## src/rtl/pc_sequencer_pkg.sv

```systemverilog
// Shared definitions for the program-counter sequencer: state encoding and
// the width helper used to size the return-stack occupancy counter.
package pcp_pkg;

    localparam logic [1:0] ST_RUN   = 2'd0;
    localparam logic [1:0] ST_HALT  = 2'd1;
    localparam logic [1:0] ST_FAULT = 2'd2;

    typedef enum logic [1:0] {
        S_RUN   = ST_RUN,
        S_HALT  = ST_HALT,
        S_FAULT = ST_FAULT
    } state_e;

    // Ceiling log2; the occupancy counter needs clog2(DEPTH)+1 bits to hold DEPTH.
    function automatic int clog2(input int n);
        int r;
        r = 0;
        for (int i = 0; i < 32; i++) begin
            if ((1 << r) < n) r = r + 1;
        end
        return r;
    endfunction

endpackage

```

## src/rtl/pc_sequencer_ret_stack.sv

```systemverilog
// Parametrised LIFO of return addresses, indexed by its own occupancy count.
// Push writes entry[cnt], pop reads entry[cnt-1]; dout always shows the top.
module ret_stack
    import pcp_pkg::*;
#(
    parameter int AW    = 10,
    parameter int DEPTH = 8,
    localparam int CW   = clog2(DEPTH) + 1
) (
    input  logic          clk,
    input  logic          rst_n,
    input  logic          push,
    input  logic          pop,
    input  logic [AW-1:0] din,
    output logic [AW-1:0] dout,
    output logic [CW-1:0] cnt,
    output logic          full,
    output logic          empty
);

    localparam int IW = clog2(DEPTH);

    logic [AW-1:0] mem_q [DEPTH];
    logic [AW-1:0] mem_d [DEPTH];
    logic [CW-1:0] cnt_q;
    logic [CW-1:0] cnt_d;
    logic [IW-1:0] wr_idx;
    logic [IW-1:0] rd_idx;

    assign wr_idx = cnt_q[IW-1:0];
    assign rd_idx = wr_idx - IW'(1);
    assign full   = (cnt_q == CW'(DEPTH));
    assign empty  = (cnt_q == '0);
    assign cnt    = cnt_q;
    assign dout   = mem_q[rd_idx];

    always_comb begin
        mem_d = mem_q;
        cnt_d = cnt_q;
        if (push && !full) begin
            mem_d[wr_idx] = din;
            cnt_d         = cnt_q + CW'(1);
        end else if (pop && !empty) begin
            cnt_d = cnt_q - CW'(1);
        end
    end

    // Entries carry no reset: clearing the count empties the stack logically.
    always_ff @(posedge clk) begin
        mem_q <= mem_d;
    end

    always_ff @(posedge clk or negedge rst_n) begin
        if (!rst_n) cnt_q <= '0;
        else        cnt_q <= cnt_d;
    end

endmodule

```

## src/rtl/pc_sequencer.sv

```systemverilog
// Program-counter sequencer: RUN/HALT/FAULT state machine, PC register and a
// hardware call/return stack. All outputs come from flops or decoded state.
module pc_sequencer
    import pcp_pkg::*;
#(
    parameter int            AW       = 10,
    parameter int            DEPTH    = 8,
    parameter logic [AW-1:0] RESET_PC = '0,
    localparam int           CW       = clog2(DEPTH) + 1
) (
    input  logic          clk,
    input  logic          rst,
    input  logic          inc,
    input  logic          bra,
    input  logic          call,
    input  logic          ret,
    input  logic          hlt,
    input  logic          resume,
    input  logic [AW-1:0] badr,
    output logic [AW-1:0] pc,
    output logic          halted,
    output logic          fault,
    output logic [CW-1:0] stk_cnt,
    output logic          stk_ovf,
    output logic          stk_unf,
    output logic [1:0]    dbg_state
);

    // Strobes are single-cycle requests sampled on the rising edge; there is no
    // handshake back to the control unit, the next pc is simply visible one edge later.
    state_e        state_q, state_d;
    logic [AW-1:0] pc_q, pc_d;
    logic          ovf_q, ovf_d;
    logic          unf_q, unf_d;
    logic          push, pop;
    logic [AW-1:0] pc_inc;
    logic [AW-1:0] stk_top;
    logic          stk_full;
    logic          stk_empty;

    assign pc_inc = pc_q + AW'(1);

    ret_stack #(
        .AW    (AW),
        .DEPTH (DEPTH)
    ) u_ret_stack (
        .clk   (clk),
        .rst_n (rst),
        .push  (push),
        .pop   (pop),
        .din   (pc_inc),
        .dout  (stk_top),
        .cnt   (stk_cnt),
        .full  (stk_full),
        .empty (stk_empty)
    );

    always_comb begin
        state_d = state_q;
        pc_d    = pc_q;
        ovf_d   = ovf_q;
        unf_d   = unf_q;
        push    = 1'b0;
        pop     = 1'b0;
        unique case (state_q)
            S_RUN: begin
                // One action per cycle, hlt > ret > call > bra > inc.
                if (hlt) begin
                    state_d = S_HALT;
                end else if (ret) begin
                    if (stk_empty) begin
                        unf_d   = 1'b1;
                        state_d = S_FAULT;
                    end else begin
                        pop  = 1'b1;
                        pc_d = stk_top;
                    end
                end else if (call) begin
                    if (stk_full) begin
                        ovf_d   = 1'b1;
                        state_d = S_FAULT;
                    end else begin
                        push = 1'b1;
                        pc_d = badr;
                    end
                end else if (bra) begin
                    pc_d = badr;
                end else if (inc) begin
                    pc_d = pc_inc;
                end
            end
            S_HALT: begin
                // Resuming steps past the HLT instruction itself.
                if (resume) begin
                    state_d = S_RUN;
                    pc_d    = pc_inc;
                end
            end
            S_FAULT: begin
                state_d = S_FAULT;
            end
            default: begin
                state_d = S_FAULT;
            end
        endcase
    end

    always_ff @(posedge clk or negedge rst) begin
        if (!rst) begin
            state_q <= S_RUN;
            pc_q    <= RESET_PC;
            ovf_q   <= 1'b0;
            unf_q   <= 1'b0;
        end else begin
            state_q <= state_d;
            pc_q    <= pc_d;
            ovf_q   <= ovf_d;
            unf_q   <= unf_d;
        end
    end

    assign pc        = pc_q;
    assign halted    = (state_q == S_HALT);
    assign fault     = (state_q == S_FAULT);
    assign stk_ovf   = ovf_q;
    assign stk_unf   = unf_q;
    assign dbg_state = state_q;

endmodule

```

## config.mk

```make
export PLATFORM = sky130hd
export DESIGN_NAME = pc_sequencer
export DESIGN_NICKNAME = d
export VERILOG_FILES = /design/src/rtl/pc_sequencer_pkg.sv /design/src/rtl/pc_sequencer_ret_stack.sv /design/src/rtl/pc_sequencer.sv
export SDC_FILE = /design/constraint.sdc
export NUM_CORES = 1
export LEC_CHECK = 0
export BUFFER_PORTS_ARGS = -buffer_cell sky130_fd_sc_hd__buf_2
export CORE_MARGIN = 2
export CORE_UTILIZATION = 45
export DETAILED_ROUTE_END_ITERATION = 8
export HOLD_SLACK_MARGIN = 0.08
export PLACE_DENSITY = 0.7
export SLEW_MARGIN = 15
export SYNTH_ARGS = -nofsm -noshare
export SYNTH_HDL_FRONTEND = slang
export SYNTH_HIERARCHICAL = 1
export SYNTH_SLANG_ARGS = --single-unit
```

## constraint.sdc

```tcl
create_clock -name clk -period 3.6 [get_ports clk]
set_clock_uncertainty 0.05 [all_clocks]
set_input_delay 0.72 -clock clk [delete_from_list [all_inputs] [get_ports clk]]
set_output_delay 0.72 -clock clk [all_outputs]
set_load 0.01 [all_outputs]
```

==> impl_summary.log <==
[metrics] CP Data Required Time: approximately 3.8 ns
[metrics] clock transition at the register clock pins on the worst setup and hold paths after CTS: approximately 0.10 ns
[metrics] global-route total usage across every layer: between 10% and 20%
[metrics] final count of pins violating max slew: 0
[metrics] Max H-tree Level: 3
[metrics] Die Span Y: 105 um
[metrics] data arrival time of the worst path: between 3 and 4 ns
[metrics] setup repair after global routing missed its margin: false
[metrics] Area growth syn-to-layout: 12.2%
[metrics] cell type with the largest total area after synthesis: edfxtp_1
[metrics] internal power: 0.00280 W
[metrics] Sum Neg Setup Slack: 0 ns
[metrics] DRT iter0 DRCs: about 190
[metrics] proportion of power drawn by combinational gates: a little over two fifths
[metrics] worst hold path type: in -> async
[metrics] layout net count: roughly 370
[metrics] EDFF count, synth: 80
[metrics] number of global-route vias before repair: 2747
[metrics] max_cap viols: 0
[metrics] category of the most critical setup path: reg -> reg
[metrics] Setup Fix Bufs, Post-CTS: 0
[metrics] Critical Path Sink: u_ret_stack/cnt[3]
[metrics] wire length per cell after detailed routing: 19.2 um
[metrics] FF+latch count, synth: between 90 and 100
[metrics] share of the clock period used by the worst path after layout: between 80% and 90%
[metrics] kind of end point of the critical path: flop
[metrics] PnR worst setup slack: 0.589 ns
[metrics] switching fraction of total power: a little over a third
[metrics] outcome: finished, final reports clean
[metrics] hold-fix buffer count after cts: 0
[metrics] most used standard cell by instance count after synthesis: edfxtp_1
[metrics] placed cell count: 471
[metrics] post-synthesis instance area: approximately 4600 um^2
[metrics] worst rel slew slack: between 40% and 50%
[metrics] Yosys warnings: 6
[metrics] number of buffers inserted by port buffering: 37
[metrics] Clk Latency, worst-skew pair: 0.36 ns
[metrics] Worst Hold Margin: about 0.23 ns
[metrics] Fill cells: about 820
[metrics] I/O Pins: 38
[metrics] minimum setup slack after placement: 0.652 ns
[metrics] LEAKAGE: approximately 1.8 nW
[metrics] antenna violations before repair: 0
[metrics] Sw Pwr: ~0.0016 W
[metrics] peak supply drop: between 0.2 and 0.3 mV
[metrics] clock root buffer master: clkbuf_8
[metrics] shortest period the worst path allows: roughly 3 ns
[metrics] clock tree sinks: 98
[metrics] share of the synthesized area in the top cell type: between 50% and 60%
[metrics] Initial Util: between 40% and 50%
[metrics] number of instances in the synthesized netlist: between 200 and 300
[metrics] DRC violations left: 0
[metrics] number of standard cells in the layout, taps in and fillers out: a little under 500
[metrics] pwr/cell area: about 850 nW/um^2
[metrics] main flop type after synthesis: edfxtp_1
[metrics] worst setup path start: u_ret_stack/cnt[1]
[metrics] endpoint of the lowest-slack register-to-register path: u_ret_stack/cnt[3]
[metrics] maximum clock path buffer count: 2
[metrics] die boundary width: 105 um
[metrics] Util after Layout: between 50% and 60%
[metrics] R2R Path Start: u_ret_stack/cnt[1]
[metrics] maximum number of pins on one net before global-route repair: 26
[metrics] proportion of layout cells with a drive suffix above 1: 32.8%
[metrics] post-detailed-placement half-perimeter wirelength: between 6 and 7 mm
[metrics] ys async rst share: a little under a fifth
[metrics] Worst Tran Pin Value: between 0.7 and 0.8 ns
[metrics] Detailed Routing Iterations Pass 1: 4
[metrics] number of antenna repair diodes: 0
[metrics] final weighted congestion in routability-driven placement: 0.904
[metrics] Congestion Overflow GR: 0
[metrics] slack of the worst reg-to-reg path: approximately 0.6 ns
[metrics] synth top area cells: edfxtp_1, dfrtp_1, mux4_2
[metrics] Clk network pwr share: between 10% and 20%
[metrics] portion of the post-synthesis area used by sequential elements: between 60% and 70%
[metrics] Routed WL: about 9.4 mm
[metrics] number of instances resized during post-cts repair: 0
[metrics] final hold violation count: 0
[metrics] global-route wire length before repair: 15.0 mm
[metrics] TritonCTS clock tree: built
[metrics] Die Footprint: 11100 um^2
[metrics] number of nets produced by synthesis: 319
[metrics] synthesized area per cell: ~16 um^2
[metrics] type of origin of the critical path: flop
[metrics] number of distinct standard cells referenced by the synthesized netlist: between 50 and 60
[metrics] Rows: 37
[metrics] placeable core region: ~10000 um^2
[metrics] via/cell ratio: 5.70
[metrics] worst r2r path cells: 11
[metrics] part of the power in registers: about 39%
[metrics] highest clock frequency the design can meet: between 0.3 and 0.4 GHz
[metrics] total vias in the final route: 2774
[metrics] post-route ant nets: 0
[metrics] Final Setup Violations: 0
[metrics] synth cell count leaders: edfxtp_1, nor2_1, dfrtp_1, mux4_2, nand2_1
[metrics] total CTS buffers: 9
[metrics] largest fanout on the critical path: 9
==> per-layer routing <==
layer | global-route usage, % | vias up | routed length [um]
li1 | - | 1274 | -
met1 | 24.1 | 1413 | 4050
met2 | 28.5 | 78 | 4740
met3 | 4.27 | 9 | 449
met4 | 6.29 | 0 | 116
met5 | 0 | - | 0
==> power by group through the flow <==
stage	clock, W	sequential (W)	combinational, W
global route	0.000805	0.00175	0.00212
finish	0.000734	0.00173	0.00194
CTS	0.000753	0.00173	0.00194
floorplan	0	0.00172	0.00150
global placement	0	0.00174	0.00191
detailed placement	0	0.00175	0.00194
==> per-stage QoR <==
| stage | instance area [um^2] | power [W] |
|---|---|---|
| 2_1_floorplan | 4620 | 0.00322 |
| 3_3_place_gp | 4980 | 0.00366 |
| 3_5_place_dp | 4980 | 0.00369 |
| 4_1_cts | 5190 | 0.00442 |
| 5_1_grt | 5190 | 0.00467 |
| 6_report | 5190 | 0.00440 |
==> worst min path at each step <==
stage                     slack (ns)  cells past startpoint                 end
after CTS                       0.22                      1  u_ret_stack/cnt[2]
after global routing            0.24                      1  u_ret_stack/cnt[2]
after global placement          0.42                      1             stk_unf
final                           0.23                      1  u_ret_stack/cnt[2]
after floorplan                 0.37                      0        dbg_state[0]
after detailed placement        0.42                      1             stk_ovf
==> layout by cell type, fill, tap and decap left out, types with 10 or more instances in the layout <==
cell,count
nor2_1,19
edfxtp_1,80
mux4_2,16
mux2_4,10
buf_4,17
dfrtp_1,18
buf_2,37
nand2_1,15
o21ai_0,10
==> state kept, by name, indices dropped and copies added (netlist names) <==
register           count
stk_ovf                1
pc                    10
u_ret_stack/mem_q     80
stk_unf                1
dbg_state              2
u_ret_stack/cnt        4
==> final cells by class <==
type | count | area [um^2] | area share, %
multi-input cells | 176 | 1620 | 31.2
inverters | 7 | 26.3 | 0.507
flip-flops and latches | 98 | 2850 | 55.0
clock buffers | 9 | 124 | 2.39
clock inverters | 7 | 85.1 | 1.64
well taps | 136 | 170 | 3.28
repair buffers | 54 | 313 | 6.03
==> critical path, stage by stage, from the launching register on <==
cell	delay (ns)
dfrtp_1	0.47
inv_1	0.11
ha_1	0.29
nor2b_1	0.33
and2_1	0.27
nor2_1	0.07
buf_4	0.16
nand2b_1	0.15
ha_1	0.29
a21oi_1	0.29
a311oi_1	0.14
nor4_1	0.28
==> logic make-up after synthesis <==
group / Yosys count / share of synthesized area [%]
buf+inv: 22 / 3.33
simple gates: 70 / 7.79
xor+xnor: 9 / 2.11
compound gates: 53 / 8.09
mux: 39 / 15.5
flops: 98 / 61.7
fa+ha+maj: 5 / 1.52
Note: power is estimated with default switching activity, not from simulation.
